File: src/rtl/axil_wr_decoder_if.sv
// AXI-Lite write-path bundle between the granted master (s_*) and the slave fan-out (m_*).
// The decoder connects through the slave modport; the upstream/downstream model uses master.
interface axil_wr_decoder_if #(
  parameter int NUMBER_SLAVE   = 16,
  parameter int AXI_DATA_WIDTH = 32,
  parameter int AXI_ADDR_WIDTH = 32
);
  localparam int STRB_W = AXI_DATA_WIDTH / 8;

  logic [AXI_ADDR_WIDTH-1:0]   s_awaddr;
  logic                        s_awvalid;
  logic                        s_awready;
  logic [AXI_DATA_WIDTH-1:0]   s_wdata;
  logic [STRB_W-1:0]           s_wstrb;
  logic                        s_wvalid;
  logic                        s_wready;
  logic [1:0]                  s_bresp;
  logic                        s_bvalid;
  logic                        s_bready;

  logic [AXI_ADDR_WIDTH-1:0]   m_awaddr;
  logic [NUMBER_SLAVE-1:0]     m_awvalid;
  logic [NUMBER_SLAVE-1:0]     m_awready;
  logic [AXI_DATA_WIDTH-1:0]   m_wdata;
  logic [STRB_W-1:0]           m_wstrb;
  logic [NUMBER_SLAVE-1:0]     m_wvalid;
  logic [NUMBER_SLAVE-1:0]     m_wready;
  logic [2*NUMBER_SLAVE-1:0]   m_bresp;
  logic [NUMBER_SLAVE-1:0]     m_bvalid;
  logic [NUMBER_SLAVE-1:0]     m_bready;

  modport slave (
    input  s_awaddr, s_awvalid, s_wdata, s_wstrb, s_wvalid, s_bready,
           m_awready, m_wready, m_bresp, m_bvalid,
    output s_awready, s_wready, s_bresp, s_bvalid,
           m_awaddr, m_awvalid, m_wdata, m_wstrb, m_wvalid, m_bready
  );

  modport master (
    output s_awaddr, s_awvalid, s_wdata, s_wstrb, s_wvalid, s_bready,
           m_awready, m_wready, m_bresp, m_bvalid,
    input  s_awready, s_wready, s_bresp, s_bvalid,
           m_awaddr, m_awvalid, m_wdata, m_wstrb, m_wvalid, m_bready
  );
endinterface

File: src/rtl/axil_wr_decoder.sv
// AXI-Lite write decoder: routes one write at a time from the granted master to the
// slave whose address window contains AWADDR; unmapped writes complete locally with DECERR.
module axil_wr_decoder #(
  parameter int NUMBER_SLAVE   = 16,
  parameter int AXI_DATA_WIDTH = 32,
  parameter int AXI_ADDR_WIDTH = 32,
  parameter logic [NUMBER_SLAVE-1:0][AXI_ADDR_WIDTH-1:0] AXI_ADDR_OFFSET = {
    32'hF000_0000, 32'hE000_0000, 32'hD000_0000, 32'hC000_0000,
    32'hB000_0000, 32'hA000_0000, 32'h9000_0000, 32'h8000_0000,
    32'h7000_0000, 32'h6000_0000, 32'h5000_0000, 32'h4000_0000,
    32'h3000_0000, 32'h2000_0000, 32'h1000_0000, 32'h0000_0000},
  parameter logic [NUMBER_SLAVE-1:0][AXI_ADDR_WIDTH-1:0] AXI_ADDR_RANGE =
    {NUMBER_SLAVE{32'h0EFF_FFFF}}
) (
  input  logic             aclk,
  input  logic             areset,
  axil_wr_decoder_if.slave bus
);
  localparam int STRB_W = AXI_DATA_WIDTH / 8;
  localparam int SEL_W  = (NUMBER_SLAVE > 1) ? $clog2(NUMBER_SLAVE) : 1;
  localparam logic [NUMBER_SLAVE-1:0] SEL_ONE = NUMBER_SLAVE'(1);

  typedef enum logic [2:0] {IDLE, WDATA, SLV_REQ, SLV_RESP, MST_RESP} state_t;

  state_t                    state_q, state_d;
  logic [AXI_ADDR_WIDTH-1:0] addr_q, addr_d;
  logic [SEL_W-1:0]          sel_q, sel_d;
  logic                      hit_q, hit_d;
  logic [AXI_DATA_WIDTH-1:0] wdata_q, wdata_d;
  logic [STRB_W-1:0]         wstrb_q, wstrb_d;
  logic [NUMBER_SLAVE-1:0]   m_awvalid_q, m_awvalid_d;
  logic [NUMBER_SLAVE-1:0]   m_wvalid_q, m_wvalid_d;
  logic [NUMBER_SLAVE-1:0]   m_bready_q, m_bready_d;
  logic                      s_awready_q, s_awready_d;
  logic                      s_wready_q, s_wready_d;
  logic                      s_bvalid_q, s_bvalid_d;
  logic [1:0]                s_bresp_q, s_bresp_d;

  logic                      dec_hit;
  logic [SEL_W-1:0]          dec_sel;
  logic [NUMBER_SLAVE-1:0]   sel_oh;

  // Scan high-to-low so the lowest matching index wins on overlap; the upper bound is
  // formed one bit wider so a window touching the top of the address space cannot wrap.
  always_comb begin
    dec_hit = 1'b0;
    dec_sel = '0;
    for (int i = NUMBER_SLAVE - 1; i >= 0; i--) begin
      if (({1'b0, bus.s_awaddr} >= {1'b0, AXI_ADDR_OFFSET[i]}) &&
          ({1'b0, bus.s_awaddr} <= ({1'b0, AXI_ADDR_OFFSET[i]} + {1'b0, AXI_ADDR_RANGE[i]}))) begin
        dec_hit = 1'b1;
        dec_sel = SEL_W'(i);
      end
    end
  end

  assign sel_oh = SEL_ONE << sel_q;

  always_comb begin
    state_d     = state_q;
    addr_d      = addr_q;
    sel_d       = sel_q;
    hit_d       = hit_q;
    wdata_d     = wdata_q;
    wstrb_d     = wstrb_q;
    m_awvalid_d = m_awvalid_q;
    m_wvalid_d  = m_wvalid_q;
    m_bready_d  = m_bready_q;
    s_awready_d = s_awready_q;
    s_wready_d  = s_wready_q;
    s_bvalid_d  = s_bvalid_q;
    s_bresp_d   = s_bresp_q;

    case (state_q)
      IDLE: begin
        s_awready_d = 1'b1;
        if (s_awready_q && bus.s_awvalid) begin
          addr_d      = bus.s_awaddr;
          sel_d       = dec_sel;
          hit_d       = dec_hit;
          s_awready_d = 1'b0;
          s_wready_d  = 1'b1;
          state_d     = WDATA;
        end
      end
      WDATA: begin
        if (s_wready_q && bus.s_wvalid) begin
          wdata_d    = bus.s_wdata;
          wstrb_d    = bus.s_wstrb;
          s_wready_d = 1'b0;
          if (hit_q) begin
            m_awvalid_d = sel_oh;
            m_wvalid_d  = sel_oh;
            state_d     = SLV_REQ;
          end else begin
            s_bvalid_d = 1'b1;
            s_bresp_d  = 2'b11;
            state_d    = MST_RESP;
          end
        end
      end
      SLV_REQ: begin
        // AW and W complete independently; the cleared valid bit doubles as the done flag.
        if (m_awvalid_q[sel_q] && bus.m_awready[sel_q]) m_awvalid_d = '0;
        if (m_wvalid_q[sel_q] && bus.m_wready[sel_q])   m_wvalid_d  = '0;
        if ((m_awvalid_d == '0) && (m_wvalid_d == '0)) begin
          m_bready_d = sel_oh;
          state_d    = SLV_RESP;
        end
      end
      SLV_RESP: begin
        if (m_bready_q[sel_q] && bus.m_bvalid[sel_q]) begin
          m_bready_d = '0;
          s_bresp_d  = bus.m_bresp[2*sel_q +: 2];
          s_bvalid_d = 1'b1;
          state_d    = MST_RESP;
        end
      end
      MST_RESP: begin
        if (bus.s_bready) begin
          s_bvalid_d  = 1'b0;
          s_awready_d = 1'b1;
          state_d     = IDLE;
        end
      end
      default: state_d = IDLE;
    endcase
  end

  always_ff @(posedge aclk) begin
    if (areset) begin
      state_q     <= IDLE;
      addr_q      <= '0;
      sel_q       <= '0;
      hit_q       <= 1'b0;
      wdata_q     <= '0;
      wstrb_q     <= '0;
      m_awvalid_q <= '0;
      m_wvalid_q  <= '0;
      m_bready_q  <= '0;
      s_awready_q <= 1'b0;
      s_wready_q  <= 1'b0;
      s_bvalid_q  <= 1'b0;
      s_bresp_q   <= 2'b00;
    end else begin
      state_q     <= state_d;
      addr_q      <= addr_d;
      sel_q       <= sel_d;
      hit_q       <= hit_d;
      wdata_q     <= wdata_d;
      wstrb_q     <= wstrb_d;
      m_awvalid_q <= m_awvalid_d;
      m_wvalid_q  <= m_wvalid_d;
      m_bready_q  <= m_bready_d;
      s_awready_q <= s_awready_d;
      s_wready_q  <= s_wready_d;
      s_bvalid_q  <= s_bvalid_d;
      s_bresp_q   <= s_bresp_d;
    end
  end

  assign bus.s_awready = s_awready_q;
  assign bus.s_wready  = s_wready_q;
  assign bus.s_bvalid  = s_bvalid_q;
  assign bus.s_bresp   = s_bresp_q;
  assign bus.m_awaddr  = addr_q;
  assign bus.m_wdata   = wdata_q;
  assign bus.m_wstrb   = wstrb_q;
  assign bus.m_awvalid = m_awvalid_q;
  assign bus.m_wvalid  = m_wvalid_q;
  assign bus.m_bready  = m_bready_q;
endmodule

File: src/flat_wrapper.sv
// flat-port wrapper written by rule: the top's interface ports become plain ports
module axil_wr_decoder_flat 
#(
  parameter int NUMBER_SLAVE   = 16,
  parameter int AXI_DATA_WIDTH = 32,
  parameter int AXI_ADDR_WIDTH = 32,
  parameter logic [NUMBER_SLAVE-1:0][AXI_ADDR_WIDTH-1:0] AXI_ADDR_OFFSET = {
    32'hF000_0000, 32'hE000_0000, 32'hD000_0000, 32'hC000_0000,
    32'hB000_0000, 32'hA000_0000, 32'h9000_0000, 32'h8000_0000,
    32'h7000_0000, 32'h6000_0000, 32'h5000_0000, 32'h4000_0000,
    32'h3000_0000, 32'h2000_0000, 32'h1000_0000, 32'h0000_0000},
  parameter logic [NUMBER_SLAVE-1:0][AXI_ADDR_WIDTH-1:0] AXI_ADDR_RANGE =
    {NUMBER_SLAVE{32'h0EFF_FFFF}}
)
  (aclk, areset, bus_s_awaddr, bus_s_awvalid, bus_s_wdata, bus_s_wstrb, bus_s_wvalid, bus_s_bready, bus_m_awready, bus_m_wready, bus_m_bresp, bus_m_bvalid, bus_s_awready, bus_s_wready, bus_s_bresp, bus_s_bvalid, bus_m_awaddr, bus_m_awvalid, bus_m_wdata, bus_m_wstrb, bus_m_wvalid, bus_m_bready);
  axil_wr_decoder_if #(.NUMBER_SLAVE(NUMBER_SLAVE), .AXI_DATA_WIDTH(AXI_DATA_WIDTH), .AXI_ADDR_WIDTH(AXI_ADDR_WIDTH)) bus_i ();
  input  logic aclk;
  input  logic areset;
  input wire logic [$bits(bus_i.s_awaddr)-1:0] bus_s_awaddr;
  input wire logic [$bits(bus_i.s_awvalid)-1:0] bus_s_awvalid;
  input wire logic [$bits(bus_i.s_wdata)-1:0] bus_s_wdata;
  input wire logic [$bits(bus_i.s_wstrb)-1:0] bus_s_wstrb;
  input wire logic [$bits(bus_i.s_wvalid)-1:0] bus_s_wvalid;
  input wire logic [$bits(bus_i.s_bready)-1:0] bus_s_bready;
  input wire logic [$bits(bus_i.m_awready)-1:0] bus_m_awready;
  input wire logic [$bits(bus_i.m_wready)-1:0] bus_m_wready;
  input wire logic [$bits(bus_i.m_bresp)-1:0] bus_m_bresp;
  input wire logic [$bits(bus_i.m_bvalid)-1:0] bus_m_bvalid;
  output wire logic [$bits(bus_i.s_awready)-1:0] bus_s_awready;
  output wire logic [$bits(bus_i.s_wready)-1:0] bus_s_wready;
  output wire logic [$bits(bus_i.s_bresp)-1:0] bus_s_bresp;
  output wire logic [$bits(bus_i.s_bvalid)-1:0] bus_s_bvalid;
  output wire logic [$bits(bus_i.m_awaddr)-1:0] bus_m_awaddr;
  output wire logic [$bits(bus_i.m_awvalid)-1:0] bus_m_awvalid;
  output wire logic [$bits(bus_i.m_wdata)-1:0] bus_m_wdata;
  output wire logic [$bits(bus_i.m_wstrb)-1:0] bus_m_wstrb;
  output wire logic [$bits(bus_i.m_wvalid)-1:0] bus_m_wvalid;
  output wire logic [$bits(bus_i.m_bready)-1:0] bus_m_bready;
  assign bus_i.s_awaddr = bus_s_awaddr;
  assign bus_i.s_awvalid = bus_s_awvalid;
  assign bus_i.s_wdata = bus_s_wdata;
  assign bus_i.s_wstrb = bus_s_wstrb;
  assign bus_i.s_wvalid = bus_s_wvalid;
  assign bus_i.s_bready = bus_s_bready;
  assign bus_i.m_awready = bus_m_awready;
  assign bus_i.m_wready = bus_m_wready;
  assign bus_i.m_bresp = bus_m_bresp;
  assign bus_i.m_bvalid = bus_m_bvalid;
  assign bus_s_awready = bus_i.s_awready;
  assign bus_s_wready = bus_i.s_wready;
  assign bus_s_bresp = bus_i.s_bresp;
  assign bus_s_bvalid = bus_i.s_bvalid;
  assign bus_m_awaddr = bus_i.m_awaddr;
  assign bus_m_awvalid = bus_i.m_awvalid;
  assign bus_m_wdata = bus_i.m_wdata;
  assign bus_m_wstrb = bus_i.m_wstrb;
  assign bus_m_wvalid = bus_i.m_wvalid;
  assign bus_m_bready = bus_i.m_bready;
  axil_wr_decoder #(.NUMBER_SLAVE(NUMBER_SLAVE), .AXI_DATA_WIDTH(AXI_DATA_WIDTH), .AXI_ADDR_WIDTH(AXI_ADDR_WIDTH), .AXI_ADDR_OFFSET(AXI_ADDR_OFFSET), .AXI_ADDR_RANGE(AXI_ADDR_RANGE)) u_core (.aclk(aclk), .areset(areset), .bus(bus_i));
endmodule
File: config.mk
export PLATFORM = sky130hd
export DESIGN_NAME = axil_wr_decoder_flat
export DESIGN_NICKNAME = d
export VERILOG_FILES = /design/src/rtl/axil_wr_decoder_if.sv /design/src/rtl/axil_wr_decoder.sv /design/src/flat_wrapper.sv
export SDC_FILE = /design/constraint.sdc
export NUM_CORES = 1
export LEC_CHECK = 0
export BUFFER_PORTS_ARGS = -buffer_cell sky130_fd_sc_hd__buf_2
export CAP_MARGIN = 20
export CORE_UTILIZATION = 47
export DETAILED_ROUTE_END_ITERATION = 7
export PLACE_DENSITY = 0.87
export RECOVER_POWER = 50
export REMOVE_ABC_BUFFERS = 1
export SYNTH_ARGS = -nofsm -noshare
export SYNTH_HDL_FRONTEND = slang
export SYNTH_SLANG_ARGS = --single-unit
File: constraint.sdc
create_clock -name aclk -period 2.6 [get_ports aclk]
set_input_delay 0.52 -clock aclk [delete_from_list [all_inputs] [get_ports aclk]]
set_output_delay 0.52 -clock aclk [all_outputs]
set_load 0.02 [all_outputs]
# ---- Word-level counts from Yosys, hierarchy flattened
# Cells that the tools add are included.
# W data, S select, Z words.
dict set report totals {
  regBits 129
  word_cells 174
  in_bits 153
  out_inout_bits 121
}
dict set report classes {
  mux 77
  n_eq_ne 11
  order_cmp 32
  n_reduce_logical 39
  n_shift 2
}
# op n
set ops {}
lappend ops {{$ge A32 B32 Y1 const B} 8}
lappend ops {{$le A32 B32 Y1 const B} 8}
lappend ops {{$ge A32 B31 Y1 const B} 4}
lappend ops {{$le A32 B31 Y1 const B} 4}
lappend ops {{$mux W16} 8}
lappend ops {{$pmux W16 S2} 3}
lappend ops {{$ge A32 B30 Y1 const B} 2}
lappend ops {{$le A32 B30 Y1 const B} 2}
lappend ops {{$mux W4} 16}
lappend ops {{$ge A32 B29 Y1 const B} 1}
lappend ops {{$le A32 B28 Y1 const B} 1}
lappend ops {{$le A32 B29 Y1 const B} 1}
lappend ops {{$logic_not A16 Y1} 2}
lappend ops {{$shiftx A32 B6 Y2} 1}
lappend ops {{$mux W1} 30}
lappend ops {{$bmux W1 S4} 6}
lappend ops {{$logic_and A1 B1 Y1} 21}
lappend ops {{$mux W3} 6}
lappend ops {{$shl A1 B4 Y16 const A} 1}
lappend ops {{$pmux W3 S5} 1}
lappend ops {{$ne A2 B1 Y1 const B} 5}
lappend ops {{$reduce_and A5 Y1} 2}
lappend ops {{$reduce_bool A2 Y1} 5}
lappend ops {{$reduce_and A3 Y1} 3}
lappend ops {{other kinds (13)} 20}

# ---- Depth between registers and ports, before layout
# Gate-level depths: netlist (run 1).
dict set report depth {
  depth_word 18
  ltp_mapped 12
}

# ---- Worst setup path after synthesis (run 1)
# OpenSTA, ideal clock, no wires.
dict set report synth_path {
  path_kind {input-to-reg}
  from {in bus_m_awready[12]}
  to {reg u_core.m_bready_q[0], in the netlist u_core.bus.m_bready[0]}
  arrival_ns 2.031
  n_path_buf 2
  path_stages 9
  setup_slack_ns 0.498
  cell_sequence {and3_1 a311o_1 a31oi_1 o211a_4 a21o_1 a211o_1 buf_6 buf_12 mux2i_1}
}
dict set report synth_via {
  elab_chain_cells 9
}
# element line_no
set synth_rtl {}
lappend synth_rtl {{start: declaration} flat_wrapper.sv:25} ;# input wire logic [$bits(bus_i.m_awready)-1:0] bus_m_awready;
lappend synth_rtl {{$bmux W1 S4} axil_wr_decoder.sv:104} ;# if (m_awvalid_q[sel_q] && bus.m_awready[sel_q]) m_awvalid_d = '0;
lappend synth_rtl {{$mux W1 (implied by the code)} axil_wr_decoder.sv:104}
lappend synth_rtl {{$logic_and A1 B1 Y1} axil_wr_decoder.sv:104}
lappend synth_rtl {{$mux W16} axil_wr_decoder.sv:104}
lappend synth_rtl {{$mux W16} axil_wr_decoder.sv:74} ;# case (state_q)
lappend synth_rtl {{$logic_not A16 Y1} axil_wr_decoder.sv:106} ;# if ((m_awvalid_d == '0) && (m_wvalid_d == '0)) begin
lappend synth_rtl {{$logic_and A1 B1 Y1} axil_wr_decoder.sv:106}
lappend synth_rtl {{$ne A2 B1 Y1 (no line)} n/a}
lappend synth_rtl {{$reduce_and A3 Y1 (no line)} n/a}
lappend synth_rtl {{end signal: assignment} axil_wr_decoder.sv:154} ;# m_bready_q <= m_bready_d;
lappend synth_rtl {{end: declaration} axil_wr_decoder.sv:33} ;# logic [NUMBER_SLAVE-1:0] m_bready_q, m_bready_d;
# Every way passes these cells. The select of a mux whose other input is x is not followed.
# A chain may end at the register's enable or synchronous reset.

# ---- Worst setup path in the final report (run 1)
dict set report layout_path {
  from {reg u_core.sel_q[2]}
  to {reg u_core.m_bready_q[12], in the netlist u_core.bus.m_bready[12]}
}
dict set report layout_via {
  elab_chain_cells 9
}
# element line_no
set layout_rtl {}
lappend layout_rtl {{start: declaration} axil_wr_decoder.sv:27} ;# logic [SEL_W-1:0] sel_q, sel_d;
lappend layout_rtl {{start signal: assignment} axil_wr_decoder.sv:148} ;# sel_q <= sel_d;
lappend layout_rtl {{$bmux W1 S4 (on tied branches)} {axil_wr_decoder.sv:104, axil_wr_decoder.sv:105}}
lappend layout_rtl {{$mux W1 (on tied branches)} {axil_wr_decoder.sv:104, axil_wr_decoder.sv:105}}
lappend layout_rtl {{$logic_and A1 B1 Y1 (on tied branches)} {axil_wr_decoder.sv:104, axil_wr_decoder.sv:105}}
lappend layout_rtl {{$mux W16 (on tied branches)} {axil_wr_decoder.sv:104, axil_wr_decoder.sv:105}}
lappend layout_rtl {{$mux W16} axil_wr_decoder.sv:74}
lappend layout_rtl {{$logic_not A16 Y1} axil_wr_decoder.sv:106}
lappend layout_rtl {{$logic_and A1 B1 Y1} axil_wr_decoder.sv:106}
lappend layout_rtl {{$ne A2 B1 Y1 (no line)} n/a}
lappend layout_rtl {{$reduce_and A3 Y1 (no line)} n/a}
# Parallel ways exist; a longest one is shown, timed or not. The select of a mux whose other input is x is not followed.

==> flow_summary.ini, run 1 <==
[setup_path]
cp_data_arrival_time_ns = 2.72
ff2ff_setup_slack_ns = 0.22
category_of_the_worst_setup_path_capture_point = flip-flop
worstSetupPathType = reg2reg
endpoint_of_the_most_critical_register_to_register_path = u_core.bus.m_bready[12]
worstSetupStartpointType = flip-flop
crit_required_ns = 2.94
worstRegToRegCells = 9
worstPathMaxFanout = 42
timing.rr.start = u_core.sel_q[2]

[logic_synthesis]
ys_async_rst_share_pct = 0
synth_common_cells = 209 x sky130_fd_sc_hd__nand2_1, 129 x sky130_fd_sc_hd__dfxtp_1, 126 x sky130_fd_sc_hd__a21oi_1
synth.yosys.seq_area_share_pct = 44.0
synth_cells = 735
ys_warn_count = 0
synth_edf_count = 0
synth_cell_types = 50
synth.largest_area_cell = sky130_fd_sc_hd__dfxtp_1
synth_top_cells_by_area = sky130_fd_sc_hd__dfxtp_1 44%, sky130_fd_sc_hd__nand2_1 13%, sky130_fd_sc_hd__a21oi_1 11%
most_used_flip_flop_cell_after_synthesis = sky130_fd_sc_hd__dfxtp_1
synthDominantCellAreaShare_pct = 44.0
syn_area_cell_um2 = 7.98
synthMostInstantiatedCell = sky130_fd_sc_hd__nand2_1
synth_area_mm2 = 0.00586
yosys_register_bits = 129

[placed_design]
portBuffers = 273
placement.setup.worst_slack_ns = 0.300
routabilityCongestion = 0.983
post-place-cells = 1138
place_area_mm2 = 0.00734
dp_hpwl_um = 13200

[sta]
hold_ws_ns = 0.331
layout_worst_path_cycle_share_pct = 91.6
finalHoldViolCount = 0
setup_violations = 0
report.final.slew_viol_count = 0
fmaxAchievable_ghz = 0.420
max_slew.worst_pin.slew_ns = 0.776
final.min_clock_period_ns = 2.38
worst_clock_skew_ns = 0.00815
final_critical_path_setup_slack_ns = 0.218
timing.setup.tns_ns = 0
setup_repair_after_global_routing_missed_its_margin = false
relSlewSlack_pct = 48.3

[grt]
globalRoute.totalOverflow = 0
grt_pass1_wl_um = 28200
globalRouteTotalUtil_pct = 28.0
grt_antenna_before_repair = 1
grt_start_max_net_pins = 56
number_of_global_route_vias_before_repair = 5792

[floorplan]
chipHeight_um = 114
dieWidth_um = 114
design.core.area_mm2 = 0.0121
io_pins = 274
initial_core_util_pct = 48.4
dieArea_mm2 = 0.0129
placementRows = 40

[power_and_ir_drop]
power.total_mw = 6.37
powerDensity_mw_per_mm2 = 818
irDropWorstVdd_mv = 0.517
leakage_nw = 3.00

[final_layout]
fin_area_mm2 = 0.00779
final_layout_size_suffix_gt1_share_pct = 22.0
stdcell_count = 1171
finalCoreUtilization_pct = 64.3
finish.net_count = 1142
area_growth_syn_to_layout_pct = 32.9

[hold_path]
min_delay_path_depth = 3
hold_path.class = in2reg
worst_hold_startpoint = bus_s_wdata[14]
worst_hold_path.endpoint = u_core.bus.m_wdata[14]

[clock_network]
hold_buffers = 0
ctsRootBufferMaster = sky130_fd_sc_hd__clkbuf_16
cts_resized = 0
cts_setup_buffers = 0
clock_insertion_delay_worst_skew_ns = 0.42
clock_buffers_created_by_tritoncts = 17
tritoncts = yes
clock-sinks = 129
cts_buffer_depth = 2
clkTransAtPathRegs_ns = 0.06
clock_tree.htree_level_count = 4

[routing]
route.antenna.remaining_nets = 0
post-route-drc-count = 0
finalWirelength_um = 18400
detail_route.wl_per_cell_um = 15.7
drt_pass1_iterations = 5
drtIter0Drc = 620
vias = 6384
viasPerCell = 5.45

[status]
outcome = complete, no violations

[job]
max_cap_viol_count = 0
[placed cells by master, fill, tap and decap left out, types with 2 or more instances in the layout]
cell type / count
sky130_fd_sc_hd__nor2_1: 16
sky130_fd_sc_hd__mux4_2: 10
sky130_fd_sc_hd__and2b_1: 2
sky130_fd_sc_hd__nand3b_4: 2
sky130_fd_sc_hd__nand2b_1: 18
sky130_fd_sc_hd__nand2_1: 209
sky130_fd_sc_hd__a211o_1: 2
sky130_fd_sc_hd__bufinv_16: 3
sky130_fd_sc_hd__a21oi_1: 126
sky130_fd_sc_hd__nand4_1: 4
sky130_fd_sc_hd__a311oi_1: 3
sky130_fd_sc_hd__nand3_1: 29
sky130_fd_sc_hd__a211oi_1: 2
sky130_fd_sc_hd__dfxtp_1: 128
sky130_fd_sc_hd__clkinv_2: 3
sky130_fd_sc_hd__clkbuf_8: 4
sky130_fd_sc_hd__buf_4: 13
sky130_fd_sc_hd__nand3b_1: 2
sky130_fd_sc_hd__a31oi_1: 5
sky130_fd_sc_hd__nor2b_1: 8
sky130_fd_sc_hd__buf_12: 4
sky130_fd_sc_hd__clkinvlp_4: 2
sky130_fd_sc_hd__buf_2: 151
sky130_fd_sc_hd__o211ai_1: 11
sky130_fd_sc_hd__clkbuf_16: 17
sky130_fd_sc_hd__o21ai_0: 41
sky130_fd_sc_hd__mux2i_1: 16
sky130_fd_sc_hd__nor4_1: 9
sky130_fd_sc_hd__and3_1: 5
sky130_fd_sc_hd__a311o_1: 3
sky130_fd_sc_hd__o2111ai_1: 2
sky130_fd_sc_hd__nor3_1: 4
sky130_fd_sc_hd__and2_1: 2
sky130_fd_sc_hd__mux2_2: 2
sky130_fd_sc_hd__clkbuf_1: 124
[how the worst max path moves through the flow]
stage | cells past startpoint | to | startpoint
floorplan | 4 | u_core.sel_q[0] | bus_s_awvalid
global placement | 9 | u_core.bus.m_bready[10] | bus_m_awready[12]
detailed placement | 9 | u_core.bus.m_bready[9] | bus_m_awready[12]
CTS | 9 | u_core.bus.m_bready[14] | u_core.sel_q[2]
global route | 9 | u_core.bus.m_bready[12] | u_core.sel_q[2]
finish | 9 | u_core.bus.m_bready[12] | u_core.sel_q[2]
[per-layer routing]
layer | global-route usage, % | wire (um)
met5 | 0 | 0
met4 | 13.2 | 419
met3 | 6.64 | 1600
met2 | 48.5 | 9150
met1 | 32.5 | 7240
[cell families after synthesis]
| logic type | after synthesis | share of synthesized area [%] |
|---|---|---|
| buffers and inverters | 57 | 5.16 |
| multiplexers | 29 | 7.15 |
| flip-flops | 129 | 44.0 |
| AO/OA/AOI/OAI | 201 | 19.1 |
| AND/OR/NAND/NOR | 319 | 24.5 |
[layout make-up]
type | count | area [um2]
Clock inverter | 9 | 129
Antenna cell | 1 | 2.50
Tap cell | 168 | 210
Sequential cell | 129 | 2580
Multi-Input combinational cell | 549 | 2980
Inverter | 1 | 3.75
Timing Repair Buffer | 291 | 1400
Clock buffer | 23 | 488
Fill cell | 1148 | 4320
[critical path: stages (launching register included)]
cell and delay (ns):
sky130_fd_sc_hd__dfxtp_1 0.36, sky130_fd_sc_hd__buf_12 0.21, sky130_fd_sc_hd__inv_1 0.21, sky130_fd_sc_hd__a311o_1 0.32, sky130_fd_sc_hd__a31oi_1 0.21, sky130_fd_sc_hd__o2111a_1 0.23
sky130_fd_sc_hd__a21o_1 0.12, sky130_fd_sc_hd__a211o_1 0.11, sky130_fd_sc_hd__buf_4 0.27, sky130_fd_sc_hd__mux2i_1 0.24
[registers in the layout, summed over array words and instances, names as in the netlist, 2 cells and up]
register	flops
u_core.bus.m_awaddr	32
u_core.bus.m_awvalid	16
u_core.bus.m_bready	16
u_core.bus.m_wdata	32
u_core.bus.m_wstrb	4
u_core.bus.m_wvalid	16
u_core.bus.s_bresp	2
u_core.sel_q	4
u_core.state_q	3
[power breakdown]
part / switching (mW) / internal (mW)
clock: 0.851 / 1.60
sequential: 0.181 / 2.18
combinational: 0.995 / 0.561
(Power assumes the default switching activity.)
==> inputs of run 2 (changes only) <==
==> constraint.sdc (replaced) <==
create_clock -name aclk -period 2.6 [get_ports aclk]
set_input_delay 0.52 -clock aclk [delete_from_list [all_inputs] [get_ports aclk]]
set_output_delay 0.52 -clock aclk [all_outputs]
set_load 0.005 [all_outputs]
==> run 2 against run 1 <==
Compared with the run above:
- die area unchanged
- critical path depth unchanged
- clock-buffer cell count unchanged
- final area increased by 0.96%
- combinational power decreased by 12%
- critical path type unchanged
- highest routed layer unchanged
==> flow_summary.ini, run 2 (synthesis gave the netlist of run 1 again) <==
[status]
outcome = complete, no violations

[final_layout]
area_growth_syn_to_layout_pct = 34.2
final_layout_size_suffix_gt1_share_pct = 27.9
leading_cell_type_in_the_layout_fill_and_taps_excluded = sky130_fd_sc_hd__buf_2
num-fill-cells = 1113
finish.net_count = 1142
sequential_cell_area_mm2 = 0.00258
mostFrequentLayoutCells = 211 x sky130_fd_sc_hd__buf_2, 209 x sky130_fd_sc_hd__nand2_1, 128 x sky130_fd_sc_hd__dfxtp_1
multiInputGateArea_mm2 = 0.00298
finalCoreUtilization_pct = 65.0

[setup_path]
worstSetupPathType = reg2reg
worstRegToRegCells = 9
critPathLaunch = u_core.sel_q[2]
worstSetupStartpointType = flip-flop
worstPathMaxFanout = 42
timing.rr.start = u_core.sel_q[2]
ordered_cell_list_for_the_critical_path = buf_12 > inv_1 > a311o_1 > a31oi_1 > o2111a_1 > a21o_1 > a211o_1 > buf_4 > mux2i_1
crit_required_ns = 2.94
cpMaxStageDelayCell = sky130_fd_sc_hd__dfxtp_1
cp_data_arrival_time_ns = 2.72
slowest_delay_ns = 0.36
category_of_the_worst_setup_path_capture_point = flip-flop

[routing]
viasPerCell = 5.44
drt_pass1_iterations = 7
finalWirelength_um = 18500
drtIter0Drc = 612
route.antenna.remaining_nets = 0
detail_route.wl_per_cell_um = 15.8
post-route-drc-count = 0
vias = 6376

[sta]
final_critical_path_setup_slack_ns = 0.222
report.final.slew_viol_count = 0
timing.setup.tns_ns = 0
relSlewSlack_pct = 48.1
fmaxAchievable_ghz = 0.421
layout_worst_path_cycle_share_pct = 91.4
setup_violations = 0
finalHoldViolCount = 0
setup_repair_after_global_routing_missed_its_margin = false
worst_clock_skew_ns = 0.00847
max_slew.worst_pin.slew_ns = 0.778
final.min_clock_period_ns = 2.38

[hold_path]
hold_path.class = in2reg
min_delay_path_depth = 3
worst_hold_startpoint = bus_s_wdata[14]

[grt]
groute.layer.met1.usage_pct = 32.5
grt_most_used_layer = met2
grt_pass1_wl_um = 28200
globalRoute.totalOverflow = 0
groute.layer.met3.usage_pct = 6.64
grt_use_met2_pct = 48.5
globalRouteTotalUtil_pct = 28.0
number_of_global_route_vias_before_repair = 5792
grt_start_max_net_pins = 56
grt_antenna_before_repair = 1

[clock_network]
clock_tree.htree_level_count = 4
tritoncts = yes
cts_resized = 0
cts_setup_buffers = 0
clkTransAtPathRegs_ns = 0.06
clock_buffers_created_by_tritoncts = 17
ctsRootBufferMaster = sky130_fd_sc_hd__clkbuf_16
clock_insertion_delay_worst_skew_ns = 0.42
hold_buffers = 0
cts_buffer_depth = 2
clock-sinks = 129

[power_and_ir_drop]
powerDensity_mw_per_mm2 = 788
power.total_mw = 6.20
leakage_nw = 3.26
irDropWorstVdd_mv = 0.479

[floorplan]
io_pins = 274
dieWidth_um = 114
initial_core_util_pct = 48.4
dieArea_mm2 = 0.0129
design.core.area_mm2 = 0.0121
chipHeight_um = 114
placementRows = 40

[placed_design]
dp_hpwl_um = 13200
placement.setup.worst_slack_ns = 0.300
portBuffers = 273
routabilityCongestion = 0.983

[job]
max_cap_viol_count = 0
-- run 2: changes by cell type in the layout (fill, tap and decap cells not counted) --
cell                       before  now
sky130_fd_sc_hd__clkbuf_1     124   63
sky130_fd_sc_hd__buf_1          0    1
sky130_fd_sc_hd__buf_2        151  211
-- run 2: where the power goes --
group | internal (mW) | switching [mW]
sequential | 2.18 | 0.180
clock | 1.60 | 0.852
combinational | 0.581 | 0.802
total | 4.37 | 1.83
-- run 2: final cells by class --
| cell class | count | area share, % |
|---|---|---|
| Clock inverter | 9 | 1.64 |
| Tap cell | 168 | 2.67 |
| Timing Repair Buffer | 291 | 18.7 |
| Multi-Input combinational cell | 549 | 37.9 |
| Clock buffer | 23 | 6.20 |
| Inverter | 1 | 0.0477 |
| Antenna cell | 1 | 0.0318 |
| Sequential cell | 129 | 32.8 |
-- run 2: per-stage QoR --
step / std cells / area [um2] / hold slack, ns
after CTS: 1170 / 7950 / 0.322
final: 1171 / 7870 / 0.331
after detailed placement: 1138 / 7340 / 0.443
after global placement: 1138 / 7340 / 0.438
after floorplan: 679 / 5570 / 0.447
after global routing: 1171 / 7870 / 0.330
-- run 2: final timing paths --
| path | end | slack [ns] |
|---|---|---|
| hold / removal | u_core.bus.m_wdata[14] | 0.33 |
| setup / recovery | u_core.bus.m_bready[12] | 0.22 |
| hold reg to reg | u_core.bus.m_awaddr[18] | 0.45 |
| setup reg to reg | u_core.bus.m_bready[12] | 0.22 |
-- run 2: worst max-delay path: cells and delay by family (launching register included) --
family | cells | cell delay [ns]
AO/OA/AOI/OAI | 5 | 0.97
buffers and inverters | 3 | 0.69
multiplexers | 1 | 0.24
flip-flops | 1 | 0.36
-- run 2: routing by layer --
metal  part of all wire, %  up-vias
met5                     0        -
met3                   8.9       36
met2                    50      326
met1                    39     2949
met4                   2.1        0
li1                      -     3065
==> inputs of run 3 (changes only) <==
RECOVER_POWER = default   (was 50)
==> run 3 against run 2 <==
Compared with the run above:
- combinational power is essentially flat
- largest power group unchanged
- largest cell class unchanged
- sequential cell count unchanged
- routed wire length down 0.36%
- final cell count is the same
==> flow_summary.ini, run 3 (synthesis gave the netlist of run 1 again) <==
[status]
outcome = complete, no violations

[sta]
setup_violations = 0
finalHoldViolCount = 0
hold_ws_ns = 0.329
setup_repair_after_global_routing_missed_its_margin = false
worst_clock_skew_ns = 0.00912
final_critical_path_setup_slack_ns = 0.222
layout_worst_path_cycle_share_pct = 91.4
fmaxAchievable_ghz = 0.421
max_slew.worst_pin.slew_ns = 0.707
report.final.slew_viol_count = 0
relSlewSlack_pct = 52.8
final.min_clock_period_ns = 2.38

[routing]
drtIter0Drc = 578
detail_route.wl_per_cell_um = 15.7
vias = 6364
route.antenna.remaining_nets = 0
viasPerCell = 5.43
post-route-drc-count = 0
finalWirelength_um = 18400
drt_pass1_iterations = 6

[power_and_ir_drop]
leakage_nw = 3.53
irDropWorstVdd_mv = 0.480
power.total_mw = 6.23
powerDensity_mw_per_mm2 = 783

[hold_path]
hold_path.class = in2reg

[placed_design]
routabilityCongestion = 0.983
post-place-cells = 1138
portBuffers = 273
dp_hpwl_um = 13200
placement.setup.worst_slack_ns = 0.300

[clock_network]
clock_insertion_delay_worst_skew_ns = 0.42
tritoncts = yes
clkTransAtPathRegs_ns = 0.06
hold_buffers = 0
clock-sinks = 129
ctsRootBufferMaster = sky130_fd_sc_hd__clkbuf_16
cts_buffer_depth = 2
clock_buffers_created_by_tritoncts = 17
cts_resized = 0
clock_tree.htree_level_count = 4
cts_setup_buffers = 0

[setup_path]
worstSetupStartpointType = flip-flop
worstPathMaxFanout = 42
cp_data_arrival_time_ns = 2.72
worstSetupPathType = reg2reg
crit_required_ns = 2.94
category_of_the_worst_setup_path_capture_point = flip-flop

[final_layout]
finish.net_count = 1142
final_layout_size_suffix_gt1_share_pct = 34.2
finalCoreUtilization_pct = 65.7
mostFrequentLayoutCells = 272 x sky130_fd_sc_hd__buf_2, 209 x sky130_fd_sc_hd__nand2_1, 128 x sky130_fd_sc_hd__dfxtp_1
area_growth_syn_to_layout_pct = 35.7
leading_cell_type_in_the_layout_fill_and_taps_excluded = sky130_fd_sc_hd__buf_2
stdcell_count = 1171

[grt]
globalRouteTotalUtil_pct = 28.0
globalRoute.totalOverflow = 0
number_of_global_route_vias_before_repair = 5792
grt_start_max_net_pins = 56
grt_pass1_wl_um = 28200
grt_antenna_before_repair = 1

[floorplan]
placementRows = 40
io_pins = 274
chipHeight_um = 114
dieArea_mm2 = 0.0129
design.core.area_mm2 = 0.0121
initial_core_util_pct = 48.4
dieWidth_um = 114

[job]
max_cap_viol_count = 0
[run 3: final timing paths]
check             depth (start not counted)                       to  slack [ns]                    start
hold reg to reg                           2  u_core.bus.m_awaddr[18]        0.45  u_core.bus.m_awaddr[18]
hold / removal                            3   u_core.bus.m_wdata[14]        0.33          bus_s_wdata[14]
setup reg to reg                          9  u_core.bus.m_bready[12]        0.22          u_core.sel_q[2]
setup / recovery                          9  u_core.bus.m_bready[12]        0.22          u_core.sel_q[2]
[run 3: cell type report]
cell class / instances / area (um2)
clock inverter: 9 / 129
antenna: 1 / 2.50
timing repair buffer: 291 / 1550
inverter: 1 / 3.75
clock buffer: 23 / 488
tap: 168 / 210
fill: 1067 / 4160
sequential: 129 / 2580
multi-input combinational: 549 / 2990
[run 3: metrics by stage]
| stage | setup TNS, ns | cell area, um2 |
|---|---|---|
| 2_1_floorplan | -55.23 | 5570 |
| 3_3_place_gp | 0 | 7340 |
| 3_5_place_dp | 0 | 7340 |
| 4_1_cts | 0 | 7950 |
| 5_1_grt | 0 | 7960 |
| 6_report | 0 | 7960 |
[run 3: worst max-delay path: stages (launching register included)]
cell	delay, ns
sky130_fd_sc_hd__dfxtp_1	0.35
sky130_fd_sc_hd__buf_12	0.21
sky130_fd_sc_hd__inv_1	0.21
sky130_fd_sc_hd__a311o_1	0.32
sky130_fd_sc_hd__a31oi_1	0.21
sky130_fd_sc_hd__o2111a_1	0.23
sky130_fd_sc_hd__a21o_1	0.12
sky130_fd_sc_hd__a211o_1	0.11
sky130_fd_sc_hd__buf_4	0.27
sky130_fd_sc_hd__mux2i_1	0.24
[run 3: power by group]
group / total, mW / switching, mW / internal [mW] / leakage, nW
logic: 1.41 / 0.801 / 0.613 / 2.18
registers: 2.36 / 0.178 / 2.18 / 1.04
clock network: 2.45 / 0.850 / 1.60 / 0.299
total: 6.23 / 1.83 / 4.40 / 3.53
[run 3: metal layers]
layer	share of wire, %	up-vias	GRT usage, %	routed length (um)
met4	2.2	0	13.2	402
met5	0	-	0	0
met3	8.6	41	6.64	1580
met2	50	326	48.5	9180
li1	-	3064	-	-
met1	39	2933	32.5	7260
